$ cat config.mk
export PLATFORM = sky130hd
export DESIGN_NAME = mem_wb_writeback_flat
export DESIGN_NICKNAME = d
export VERILOG_FILES = /design/src/rtl/mem_wb_writeback_if.sv /design/src/rtl/mem_wb_writeback.sv /design/src/flat_wrapper.sv
export SDC_FILE = /design/constraint.sdc
export NUM_CORES = 1
export LEC_CHECK = 0
export ABC_AREA = 1
export CAP_MARGIN = 5
export CELL_PAD_IN_SITES_DETAIL_PLACEMENT = 2
export CELL_PAD_IN_SITES_GLOBAL_PLACEMENT = 2
export CORE_MARGIN = 1.5
export CORE_UTILIZATION = 20
export CTS_BUF_LIST = sky130_fd_sc_hd__clkbuf_8
export DETAILED_ROUTE_END_ITERATION = 7
export PLACE_DENSITY_LB_ADDON = 0.1
export SLEW_MARGIN = 25
export SYNTH_ARGS = -nofsm -noshare
export SYNTH_HDL_FRONTEND = slang
export SYNTH_SLANG_ARGS = --single-unit
$ cat constraint.sdc
create_clock -name clk -period 3.24 [get_ports clk]
set_input_delay 0.324 -clock clk [delete_from_list [all_inputs] [get_ports clk]]
set_output_delay 0.324 -clock clk [all_outputs]
set_load 0.005 [all_outputs]
$ cat src/rtl/mem_wb_writeback_if.sv
// MEM->WB stage bundle: MEM-stage capture inputs, pipeline controls, decode bypass
// request and the register-file write / bypass / retire results.
interface mem_wb_writeback_if #(
    parameter int WIDTH = 32
);
    logic             memValid;
    logic             memRegWrite;
    logic [1:0]       memWbSel;
    logic [4:0]       memDest;
    logic [WIDTH-1:0] memAlu;
    logic [WIDTH-1:0] memLoad;
    logic [WIDTH-1:0] memPcPlus4;
    logic             stall;
    logic             flush;
    logic [4:0]       idReg1;
    logic [4:0]       idReg2;
    logic [WIDTH-1:0] idData1;
    logic [WIDTH-1:0] idData2;
    logic             writeEnable;
    logic [4:0]       writeReg;
    logic [WIDTH-1:0] writeData;
    logic [WIDTH-1:0] fwdData1;
    logic [WIDTH-1:0] fwdData2;
    logic             fwdHit1;
    logic             fwdHit2;
    logic [31:0]      retired;

    modport master (
        output memValid, memRegWrite, memWbSel, memDest, memAlu, memLoad, memPcPlus4,
        output stall, flush, idReg1, idReg2, idData1, idData2,
        input  writeEnable, writeReg, writeData, fwdData1, fwdData2, fwdHit1, fwdHit2,
        input  retired
    );

    modport slave (
        input  memValid, memRegWrite, memWbSel, memDest, memAlu, memLoad, memPcPlus4,
        input  stall, flush, idReg1, idReg2, idData1, idData2,
        output writeEnable, writeReg, writeData, fwdData1, fwdData2, fwdHit1, fwdHit2,
        output retired
    );
endinterface

$ cat src/rtl/mem_wb_writeback.sv
// MEM/WB pipeline register with register-file write port, same-cycle decode
// bypass and a committed-instruction counter.
module mem_wb_writeback #(
    parameter int WIDTH = 32
) (
    input  logic               clk,
    input  logic               resetN,
    mem_wb_writeback_if.slave  bus
);
    logic             r_wb_valid;
    logic             r_wb_reg_write;
    logic [4:0]       r_wb_dest;
    logic [WIDTH-1:0] r_wb_data;
    logic [31:0]      r_retired;

    logic [WIDTH-1:0] w_sel_data;
    logic             w_write_en;
    logic             w_hit1;
    logic             w_hit2;

    always_comb begin
        w_sel_data = '0;
        case (bus.memWbSel)
            2'b00:   w_sel_data = bus.memAlu;
            2'b01:   w_sel_data = bus.memLoad;
            2'b10:   w_sel_data = bus.memPcPlus4;
            default: w_sel_data = '0;
        endcase
    end

    // Flush beats stall; an invalid MEM slot is captured as a fully zeroed bubble.
    always_ff @(posedge clk or negedge resetN) begin
        if (!resetN) begin
            r_wb_valid     <= 1'b0;
            r_wb_reg_write <= 1'b0;
            r_wb_dest      <= 5'd0;
            r_wb_data      <= '0;
        end else if (bus.flush) begin
            r_wb_valid     <= 1'b0;
            r_wb_reg_write <= 1'b0;
            r_wb_dest      <= 5'd0;
            r_wb_data      <= '0;
        end else if (!bus.stall) begin
            if (bus.memValid) begin
                r_wb_valid     <= 1'b1;
                r_wb_reg_write <= bus.memRegWrite;
                r_wb_dest      <= bus.memDest;
                r_wb_data      <= w_sel_data;
            end else begin
                r_wb_valid     <= 1'b0;
                r_wb_reg_write <= 1'b0;
                r_wb_dest      <= 5'd0;
                r_wb_data      <= '0;
            end
        end
    end

    always_ff @(posedge clk or negedge resetN) begin
        if (!resetN) begin
            r_retired <= 32'd0;
        end else if (r_wb_valid && !bus.stall && !bus.flush) begin
            r_retired <= r_retired + 32'd1;
        end
    end

    // Gating with stall makes the write land only on the edge that releases the stage.
    assign w_write_en = r_wb_valid && r_wb_reg_write && (r_wb_dest != 5'd0) && !bus.stall;
    assign w_hit1     = w_write_en && (bus.idReg1 == r_wb_dest);
    assign w_hit2     = w_write_en && (bus.idReg2 == r_wb_dest);

    assign bus.writeEnable = w_write_en;
    assign bus.writeReg    = r_wb_dest;
    assign bus.writeData   = r_wb_data;
    assign bus.fwdHit1     = w_hit1;
    assign bus.fwdHit2     = w_hit2;
    assign bus.fwdData1    = w_hit1 ? r_wb_data : bus.idData1;
    assign bus.fwdData2    = w_hit2 ? r_wb_data : bus.idData2;
    assign bus.retired     = r_retired;
endmodule

$ cat src/flat_wrapper.sv
// flat-port wrapper written by rule: the top's interface ports become plain ports
module mem_wb_writeback_flat 
#(
    parameter int WIDTH = 32
)
  (clk, resetN, bus_memValid, bus_memRegWrite, bus_memWbSel, bus_memDest, bus_memAlu, bus_memLoad, bus_memPcPlus4, bus_stall, bus_flush, bus_idReg1, bus_idReg2, bus_idData1, bus_idData2, bus_writeEnable, bus_writeReg, bus_writeData, bus_fwdData1, bus_fwdData2, bus_fwdHit1, bus_fwdHit2, bus_retired);
  mem_wb_writeback_if #(.WIDTH(WIDTH)) bus_i ();
  input  logic clk;
  input  logic resetN;
  input wire logic [$bits(bus_i.memValid)-1:0] bus_memValid;
  input wire logic [$bits(bus_i.memRegWrite)-1:0] bus_memRegWrite;
  input wire logic [$bits(bus_i.memWbSel)-1:0] bus_memWbSel;
  input wire logic [$bits(bus_i.memDest)-1:0] bus_memDest;
  input wire logic [$bits(bus_i.memAlu)-1:0] bus_memAlu;
  input wire logic [$bits(bus_i.memLoad)-1:0] bus_memLoad;
  input wire logic [$bits(bus_i.memPcPlus4)-1:0] bus_memPcPlus4;
  input wire logic [$bits(bus_i.stall)-1:0] bus_stall;
  input wire logic [$bits(bus_i.flush)-1:0] bus_flush;
  input wire logic [$bits(bus_i.idReg1)-1:0] bus_idReg1;
  input wire logic [$bits(bus_i.idReg2)-1:0] bus_idReg2;
  input wire logic [$bits(bus_i.idData1)-1:0] bus_idData1;
  input wire logic [$bits(bus_i.idData2)-1:0] bus_idData2;
  output wire logic [$bits(bus_i.writeEnable)-1:0] bus_writeEnable;
  output wire logic [$bits(bus_i.writeReg)-1:0] bus_writeReg;
  output wire logic [$bits(bus_i.writeData)-1:0] bus_writeData;
  output wire logic [$bits(bus_i.fwdData1)-1:0] bus_fwdData1;
  output wire logic [$bits(bus_i.fwdData2)-1:0] bus_fwdData2;
  output wire logic [$bits(bus_i.fwdHit1)-1:0] bus_fwdHit1;
  output wire logic [$bits(bus_i.fwdHit2)-1:0] bus_fwdHit2;
  output wire logic [$bits(bus_i.retired)-1:0] bus_retired;
  assign bus_i.memValid = bus_memValid;
  assign bus_i.memRegWrite = bus_memRegWrite;
  assign bus_i.memWbSel = bus_memWbSel;
  assign bus_i.memDest = bus_memDest;
  assign bus_i.memAlu = bus_memAlu;
  assign bus_i.memLoad = bus_memLoad;
  assign bus_i.memPcPlus4 = bus_memPcPlus4;
  assign bus_i.stall = bus_stall;
  assign bus_i.flush = bus_flush;
  assign bus_i.idReg1 = bus_idReg1;
  assign bus_i.idReg2 = bus_idReg2;
  assign bus_i.idData1 = bus_idData1;
  assign bus_i.idData2 = bus_idData2;
  assign bus_writeEnable = bus_i.writeEnable;
  assign bus_writeReg = bus_i.writeReg;
  assign bus_writeData = bus_i.writeData;
  assign bus_fwdData1 = bus_i.fwdData1;
  assign bus_fwdData2 = bus_i.fwdData2;
  assign bus_fwdHit1 = bus_i.fwdHit1;
  assign bus_fwdHit2 = bus_i.fwdHit2;
  assign bus_retired = bus_i.retired;
  mem_wb_writeback #(.WIDTH(WIDTH)) u_core (.clk(clk), .resetN(resetN), .bus(bus_i));
endmodule
=== Word level (Yosys, flattened, before mapping) ===
Index checks and enable logic that the tools add are counted.

* Register bits: 71
* Output and inout bits: 136

* Multiplexer cells: 15
* Add/subtract/negate cells: 1
* Equality and inequality tests: 5
* Reductions and logical operators: 11

{| class="wikitable"
|+ Operator list
! kind !! number
|-
| 32-bit 2-to-1 mux || 5
|-
| 32-bit one-hot mux with 3 select lines || 1
|-
| 32-bit by 1-bit adder with 32-bit output (second input constant) || 1
|-
| 5-bit 2-to-1 mux || 3
|-
| 5-bit equality test || 2
|-
| 1-bit logical AND || 7
|-
| 1-bit 2-to-1 mux || 6
|-
| 5-bit nonzero test || 1
|-
| 2-bit by 1-bit equality test with 1-bit output (second input constant) || 1
|-
| 2-bit equality test (second input constant) || 1
|-
| 1-bit logical NOT || 2
|-
| 2-bit logical NOT || 1
|-
| 2-bit by 1-bit != test with 1-bit output (second input constant) || 1
|}

=== Depth between registers and ports, before layout ===
Gate-level depths: netlist of the first run.

* Word-level depth: 5
* Gate-level depth with buffers: 11
* Gate-level depth less buffers: 9

=== Worst setup path after synthesis of the first run ===
No wires, ideal clock.

* Path type: register -> output
* Start: reg u_core.r_wb_dest[3], in the netlist u_core.bus.writeReg[3]
* End: out bus_fwdData1[10]
* Cell stages (with the launch flop): 6
* Arrival time: 1.302 ns
* Setup slack: 1.614 ns
* Required time: 2.916 ns
* Cells stage by stage: dfrtp_1 -> xor2_1 -> nor2_2 -> clkbuf_1 -> nand3_1 -> nand2_1

* Longest elaborated chain between the ends: 5
* Elaborated cells between the ends (all ways): 6

{| class="wikitable"
|+ Ends and longest elaborated chain
! element !! line !! source
|-
| from (decl) || mem_wb_writeback.sv:12 || <nowiki>logic [4:0] r_wb_dest;</nowiki>
|-
| from (signal assigned) || mem_wb_writeback.sv:47 || <nowiki>r_wb_dest <= bus.memDest;</nowiki>
|-
| 5-bit nonzero test || mem_wb_writeback.sv:67 || <nowiki>assign w_write_en = r_wb_valid && r_wb_reg_write && (r_wb_dest != 5'd0) && !bus.stall;</nowiki>
|-
| 1-bit logical AND (2 in a row) || mem_wb_writeback.sv:67 ||
|-
| 1-bit logical AND * || mem_wb_writeback.sv:68 || <nowiki>assign w_hit1 = w_write_en && (bus.idReg1 == r_wb_dest);</nowiki>
|-
| 32-bit 2-to-1 mux * || mem_wb_writeback.sv:76 || <nowiki>assign bus.fwdData1 = w_hit1 ? r_wb_data : bus.idData1;</nowiki>
|-
| to (decl) || flat_wrapper.sv:26 || <nowiki>output wire logic [$bits(bus_i.fwdData1)-1:0] bus_fwdData1;</nowiki>
|}

Every way passes the cells marked *; elsewhere a longest branch is shown, timed or not.

=== Worst setup path after layout of the first run ===
* Start: reg u_core.r_wb_dest[2], in the netlist u_core.bus.writeReg[2]
* End: out bus_fwdData1[21]

The elaborated chain is that of the path after synthesis.

==> results.txt, run 1 <==
----------------------------------------------------
[Outcome]
  Outcome ... finished, final reports clean

[Routing]
  Detail-routed net length per standard cell ... 20.8 µm
  Iteration count of the initial detailed-routing pass ... 4
  Per-cell via count in the routed design ... about 4.7
  Final routed DRC violation total ... 0
  Violation count after the first detailed-routing iteration ... 223
  Final WL ... about 29 mm
  Post-DRT Antenna Nets ... 0
  Via count ... 6,558

[Floorplanning]
  Starting density of the core ... 0.204
  Area of the die ... ~27,000 µm²
  Vertical die dimension ... around 160 µm
  Horiz. Die Dim ... between 150 and 200 µm
  IO Pins ... 319
  Placeable core area ... roughly 25,000 µm²
  Standard-cell rows ... 58

[Place]
  RePlAce Congestion ... 0.825
  Final HPWL DP ... roughly 22 mm
  Port Buffer Count ... roughly 320
  Number of cells in the design after placement ... 1,363

[Timing]
  Fmax ... ~350 MHz
  Total Negative Setup Slacks ... 0 ns
  Final count of negative-setup-slack endpoints ... 0
  Minimum period implied by the final worst setup slack ... 2.87 ns
  Worst hold slack ... approximately 0.40 ns
  Worst clock skew ... between 0.01 and 0.015 ns
  Setup repair after global routing missed its margin ... no
  Number of hold violations in the final report ... 0
  Headroom to the max-slew limit ... 0.382
  Slew of the pin with the lowest slew margin ... slightly above 0.9 ns
  Pins Over Slew Limit ... 0
  Crit share post-route ... 0.887

[Synth]
  Biggest area contributors in the synthesized netlist ... sky130_fd_sc_hd__dfrtp_1 35%, sky130_fd_sc_hd__nand3_1 18%, sky130_fd_sc_hd__nand2_1 17%
  Fraction of post-synthesis cell area in the top cell type by area ... 0.345
  Library cell occupying the most area in the post-synthesis netlist ... sky130_fd_sc_hd__dfrtp_1
  Yosys reg bits ... 71
  Syn Nets ... just over 900
  Mean cell area of the mapped netlist ... between 6 and 7 µm²
  Post-Synthesis Cell Area ... around 5100 µm²
  Distinct cell type count after synthesis ... 32
  Sequential cell area fraction in the yosys report ... 0.345
  Number of synthesis warnings ... 0
  Mapped Cells ... around 750

[Global route]
  GR Util met3 ... 0.0589
  Layer carrying the most global-route usage ... met2
  Global routing met1 resource utilization ... 0.255
  Via count of the first global-routing pass ... slightly below 7,000
  Wire length of the first global-routing pass ... approximately 43 mm
  Met2 demand-to-capacity share in global routing ... 0.388
  Total gr overflow ... 0
  Initial antenna violation count ... 9
  GRT Resource Usage Total ... 0.215
  Maximum number of pins on one net before global-route repair ... 37

[Final layout]
  Count of nets after finishing ... ~1,200
  Non-filler instance count after layout ... ~1,400
  Area added between synthesis and finish ... 70.9%
  Fraction of final layout cells sized beyond drive strength 1 ... 0.0590
  Post-route core utilization ... 0.349
  Count of fill cells added during filler insertion ... slightly below 3,000

[Clock network]
  Clock edge transition at the registers on the reported setup and hold paths ... approximately 0.09 ns
  Total number of H-tree levels ... 3
  Clk root buf ... sky130_fd_sc_hd__clkbuf_8
  Number of buffers created by CTS ... 9
  Number of buffers between clock root and the deepest sink ... 2
  Post-CTS setup buffer count ... 0
  Clock net sink count ... between 70 and 80
  CTS tree ... built
  Clock insertion delay at the later pin of the skew report ... 0.38 ns

[Power]
  Total power density per cell area ... 266 nW/µm²
  Leakage dissipation ... 3.91 nW
  Total Power Consumption ... around 0.0023 W
  Worst supply voltage drop on vdd ... 0.000148 V

[Worst setup path]
  Critical-path maximum fanout ... 32
  Data required, critical path ... roughly 3 ns
  Type of the setup path with the least slack ... reg2out
  Data arrival time of the critical path ... 2.55 ns
  Startpoint type of the worst setup path ... register
  Endpoint class of the critical path ... output port
  Register-to-register setup slack ... ~1.5 ns

[Run]
  Max cap viols ... 0

[Min path]
  Worst Hold Class ... in2reg

----------------------------------------------------
==> through the flow <==
| step | instance area, µm² | worst slack (ns) |
|---|---|---|
| floorplan | 5140 | 1.61 |
| global placement | 8590 | 0.487 |
| finish | 8790 | 0.366 |
| CTS | 8780 | 0.303 |
| detailed placement | 8590 | 0.450 |
| global route | 8780 | 0.173 |
==> layout make-up <==
type | instances | area, µm² | area share
repair buffers | 334 | 3300 | 0.375
clock inverters | 7 | 50.0 | 0.00569
inverters | 52 | 196 | 0.0223
well taps | 330 | 413 | 0.0470
clock buffers | 9 | 124 | 0.0141
diodes | 5 | 12.5 | 0.00142
multi-input cells | 577 | 2920 | 0.332
flip-flops and latches | 71 | 1780 | 0.202
==> path summary, 6_finish.rpt <==
path / from / end / cells past startpoint
max: u_core.bus.writeReg[2]$_DFFE_PN0P_ / bus_fwdData1[21] / 7
min: bus_stall / u_core.r_wb_valid$_DFFE_PN0P_ / 4
max reg2reg: u_core.bus.retired[1]$_DFFE_PN0P_ / u_core.bus.retired[14]$_DFFE_PN0P_ / 7
min reg2reg: u_core.bus.retired[31]$_DFFE_PN0P_ / u_core.bus.retired[31]$_DFFE_PN0P_ / 2
max in group asynchronous: resetN / u_core.bus.writeData[16]$_DFFE_PN0P_ / 3
min in group asynchronous: resetN / u_core.bus.retired[9]$_DFFE_PN0P_ / 2
==> cell families after synthesis <==
family / count (synthesis) / synth area share
AOI/OAI and AO/OA: 49 / 0.0708
xor gates and xnor gates: 30 / 0.0511
adders and majority gates: 1 / 0.00243
buffers and inverters: 98 / 0.0893
DFF: 71 / 0.345
and+or+nand+nor: 497 / 0.441
==> placed cells by master (no fill, tap or decap), types with 2 or more instances in the layout <==
master / netlist / routed
sky130_fd_sc_hd__nor2_2: 10 / 9
sky130_fd_sc_hd__nor2_8: 2 / 2
sky130_fd_sc_hd__nand2_1: 239 / 239
sky130_fd_sc_hd__clkinvlp_4: 0 / 3
sky130_fd_sc_hd__clkinv_4: 0 / 2
sky130_fd_sc_hd__clkdlybuf4s50_1: 0 / 316
sky130_fd_sc_hd__a32o_1: 22 / 22
sky130_fd_sc_hd__dfrtp_1: 71 / 71
sky130_fd_sc_hd__o22ai_1: 4 / 4
sky130_fd_sc_hd__nand3_2: 3 / 3
sky130_fd_sc_hd__o21ai_1: 10 / 10
sky130_fd_sc_hd__nor2_4: 2 / 4
sky130_fd_sc_hd__buf_4: 8 / 16
sky130_fd_sc_hd__nand3_1: 186 / 186
sky130_fd_sc_hd__nand2_4: 4 / 4
sky130_fd_sc_hd__nand4_1: 12 / 12
sky130_fd_sc_hd__diode_2: 0 / 5
sky130_fd_sc_hd__xor2_1: 13 / 13
sky130_fd_sc_hd__nand3b_1: 2 / 2
sky130_fd_sc_hd__inv_1: 48 / 47
sky130_fd_sc_hd__xnor2_1: 17 / 17
sky130_fd_sc_hd__inv_2: 3 / 4
sky130_fd_sc_hd__clkbuf_8: 0 / 9
sky130_fd_sc_hd__nor2_1: 33 / 32
sky130_fd_sc_hd__clkinv_2: 1 / 3
sky130_fd_sc_hd__o21ai_0: 2 / 2
sky130_fd_sc_hd__a21oi_1: 10 / 10
==> registers in the layout (all words and copies together) (netlist names) <==
signal and cells:
u_core.bus.writeReg 5, u_core.bus.writeData 32, u_core.r_wb_reg_write 1, u_core.bus.retired 32, u_core.r_wb_valid 1
==> routing by layer <==
layer / up-vias / wire length [µm]
li1: 3082 / -
met3: 31 / 2170
met4: 12 / 254
met2: 199 / 14500
met5: - / 89
met1: 3234 / 11800
==> worst max-delay path, stage by stage, from the launching register on <==
cell and delay, ns:
sky130_fd_sc_hd__dfrtp_1 0.46, sky130_fd_sc_hd__xnor2_1 0.20, sky130_fd_sc_hd__nand3_1 0.19, sky130_fd_sc_hd__nor2_8 0.14, sky130_fd_sc_hd__buf_4 0.36, sky130_fd_sc_hd__nand3_1 0.13, sky130_fd_sc_hd__nand2_1 0.14, sky130_fd_sc_hd__clkdlybuf4s50_1 0.52
==> cell usage after synthesis <==
| master | n |
|---|---|
| sky130_fd_sc_hd__nor3b_1 | 1 |
| sky130_fd_sc_hd__clkinv_2 | 1 |
| sky130_fd_sc_hd__nor2_4 | 2 |
| sky130_fd_sc_hd__xnor2_1 | 17 |
| sky130_fd_sc_hd__xor2_1 | 13 |
| sky130_fd_sc_hd__nand4_1 | 12 |
| sky130_fd_sc_hd__buf_4 | 8 |
| sky130_fd_sc_hd__clkbuf_1 | 23 |
| sky130_fd_sc_hd__nand3_1 | 186 |
| sky130_fd_sc_hd__buf_1 | 2 |
| sky130_fd_sc_hd__nand2_2 | 1 |
| sky130_fd_sc_hd__o22ai_1 | 4 |
| sky130_fd_sc_hd__nor3_1 | 1 |
| sky130_fd_sc_hd__o21ai_0 | 2 |
| sky130_fd_sc_hd__a21oi_2 | 1 |
| sky130_fd_sc_hd__nor2_2 | 10 |
| sky130_fd_sc_hd__nor2_1 | 33 |
| sky130_fd_sc_hd__o21ai_1 | 10 |
| sky130_fd_sc_hd__inv_2 | 3 |
| sky130_fd_sc_hd__ha_1 | 1 |
| sky130_fd_sc_hd__and2_1 | 1 |
| sky130_fd_sc_hd__inv_1 | 48 |
| sky130_fd_sc_hd__nand2_1 | 239 |
| sky130_fd_sc_hd__nand2_4 | 4 |
| sky130_fd_sc_hd__buf_6 | 7 |
| sky130_fd_sc_hd__a32o_1 | 22 |
| sky130_fd_sc_hd__nor2_8 | 2 |
| sky130_fd_sc_hd__a21oi_1 | 10 |
| sky130_fd_sc_hd__nand3b_1 | 2 |
| sky130_fd_sc_hd__dfrtp_1 | 71 |
| sky130_fd_sc_hd__nand3_2 | 3 |
| sky130_fd_sc_hd__buf_2 | 6 |
==> where the power goes <==
part	switching, W	internal (W)
registers	0.0000459	0.000920
logic	0.000289	0.000403
clock network	0.000403	0.000278
==> timing repair <==
action                                 4_1_cts  5_1_grt
setup endpoints to repair                    0        0
endpoints found under the hold margin       28        0
gates resized for setup                      0        0
hold buffers                                 1        0
Power figures use the tool's default switching activity.
==> run 2: changes to the inputs <==
Settings changed: GPL_TIMING_DRIVEN set to 0.
==> results.txt, run 2 (synthesized netlist as in run 1, its figures left out) <==
----------------------------------------------------
[Outcome]
  Outcome ... finished, final reports clean

[Final layout]
  Fraction of final layout cells sized beyond drive strength 1 ... 0.0602
  Area added between synthesis and finish ... 75.2%
  Post-route core utilization ... 0.358
  Non-filler instance count after layout ... ~1,400
  Count of nets after finishing ... about 1,300
  Register Area ... around 1800 µm²
  Most common cell after layout, fill and taps aside ... sky130_fd_sc_hd__clkdlybuf4s50_1
  Top library cells by usage in the layout, fill and taps aside ... 314 x sky130_fd_sc_hd__clkdlybuf4s50_1, 239 x sky130_fd_sc_hd__nand2_1, 186 x sky130_fd_sc_hd__nand3_1
  Area of combinational cells with multiple inputs ... 2910 µm²
  Count of fill cells added during filler insertion ... 2,981
  Final design instance area without fill ... 9010 µm²

[Global route]
  Initial antenna violation count ... 10
  Met2 demand-to-capacity share in global routing ... 0.382
  Global routing met1 resource utilization ... 0.256
  Layer carrying the most global-route usage ... met2
  GR Util met3 ... 0.0579
  Total gr overflow ... 0
  Maximum number of pins on one net before global-route repair ... 48
  Wire length of the first global-routing pass ... approximately 43 mm
  Via count of the first global-routing pass ... ~7,000
  GRT Resource Usage Total ... 0.217

[Clock network]
  Number of buffers created by CTS ... 9
  Total number of H-tree levels ... 3
  Clock net sink count ... between 70 and 80
  Clk root buf ... sky130_fd_sc_hd__clkbuf_8
  Number of buffers between clock root and the deepest sink ... 2
  Hold buffers post-CTS ... 1
  Post-CTS setup buffer count ... 0
  Post_cts resized ... 0
  CTS tree ... built
  Clock insertion delay at the later pin of the skew report ... around 0.37 ns
  Clock edge transition at the registers on the reported setup and hold paths ... 0.09 ns

[Timing]
  Pins Over Slew Limit ... 0
  Final count of negative-setup-slack endpoints ... 0
  Number of hold violations in the final report ... 0
  Minimum period implied by the final worst setup slack ... 2.99 ns
  Slew of the pin with the lowest slew margin ... between 0.5 and 0.6 ns
  Crit share post-route ... 0.922
  Worst clock skew ... around 0.0079 ns
  Setup repair after global routing missed its margin ... no
  Fmax ... between 300 and 400 MHz
  Headroom to the max-slew limit ... 0.610
  Total Negative Setup Slacks ... 0 ns

[Worst setup path]
  Standard cell with the maximum stage delay on the critical path ... sky130_fd_sc_hd__clkdlybuf4s50_1
  Data arrival time of the critical path ... between 2 and 3 ns
  Worst path cell trace ... xor2_1 > nor2_2 > clkbuf_1 > nand3_1 > nand2_1 > clkdlybuf4s50_1
  Startpoint type of the worst setup path ... register
  Endpoint class of the critical path ... output port
  Critical-path maximum fanout ... 10
  Type of the setup path with the least slack ... reg2out
  Largest stage delay on the critical path ... 0.49 ns
  Data required, critical path ... about 2.9 ns

[Power]
  Total power density per cell area ... ~290 nW/µm²
  Leakage dissipation ... just over 4 nW
  Worst supply voltage drop on vdd ... ~0.00015 V
  Total Power Consumption ... 0.00259 W

[Place]
  RePlAce Congestion ... approximately 0.79
  Cell area after placement ... slightly below 9000 µm²
  Final HPWL DP ... around 24 mm
  Number of cells in the design after placement ... between 1,000 and 1,500
  Port Buffer Count ... about 320

[Routing]
  Violation count after the first detailed-routing iteration ... approximately 240
  Final routed DRC violation total ... 0
  Iteration count of the initial detailed-routing pass ... 4
  Per-cell via count in the routed design ... around 4.7
  Final WL ... 29.3 mm
  Detail-routed net length per standard cell ... about 21 µm
  Via count ... around 6,600
  Post-DRT Antenna Nets ... 0

[Min path]
  Worst Hold Class ... in2reg

[Floorplanning]
  Placeable core area ... between 20,000 and 30,000 µm²
  Vertical die dimension ... between 150 and 200 µm
  IO Pins ... 319
  Area of the die ... approximately 27,000 µm²
  Horiz. Die Dim ... roughly 160 µm
  Standard-cell rows ... 58
  Starting density of the core ... 0.204

[Run]
  Max cap viols ... 0

----------------------------------------------------
run 2: layer usage:
metal | routed length [µm] | vias up
met5 | 73 | -
met4 | 467 | 10
met3 | 2240 | 33
met2 | 14700 | 192
met1 | 11800 | 3225
li1 | - | 3143
run 2: power breakdown:
| group | internal (W) | total [W] | switching, W |
|---|---|---|---|
| logic | 0.000403 | 0.000697 | 0.000293 |
| registers | 0.000920 | 0.000967 | 0.0000466 |
| clock network | 0.000530 | 0.000927 | 0.000396 |
| total | 0.00185 | 0.00259 | 0.000736 |
run 2: worst max-delay path, delay by kind of cell, from the launching register on:
| kind | cells | cell delay, ns |
|---|---|---|
| and+or+nand+nor | 3 | 0.67 |
| DFF | 1 | 0.45 |
| xor gates and xnor gates | 1 | 0.19 |
| buffers and inverters | 2 | 0.97 |
run 2: metrics by stage:
stage          hold WS, ns  worst slack, ns
6_report             0.271            0.253
5_1_grt              0.280           0.0879
4_1_cts              0.268            0.220
3_5_place_dp         0.285            0.337
3_3_place_gp         0.485            -1.04
2_1_floorplan       0.0284             1.61
run 2: layout make-up:
type	count	area share
multi-input combinational	577	0.323
antenna	7	0.00194
clock inverter	6	0.0121
sequential	71	0.197
timing repair buffer	317	0.354
tap	330	0.0458
clock buffer	10	0.0153
inverter	52	0.0218
buffer	46	0.0292
run 2: worst paths after layout:
path / start / to / slack, ns / cells after the start
max reg2reg: u_core.bus.retired[1]$_DFFE_PN0P_ / u_core.bus.retired[26]$_DFFE_PN0P_ / 1.54 / 8
min in group asynchronous: resetN / u_core.bus.retired[22]$_DFFE_PN0P_ / 0.41 / 2
max in group asynchronous: resetN / u_core.bus.writeData[25]$_DFFE_PN0P_ / 2.24 / 3
min: bus_stall / u_core.bus.writeData[4]$_DFFE_PN0P_ / 0.27 / 2
min reg2reg: u_core.bus.retired[31]$_DFFE_PN0P_ / u_core.bus.retired[31]$_DFFE_PN0P_ / 0.53 / 2
max: u_core.bus.writeReg[4]$_DFFE_PN0P_ / bus_fwdData2[9] / 0.25 / 6
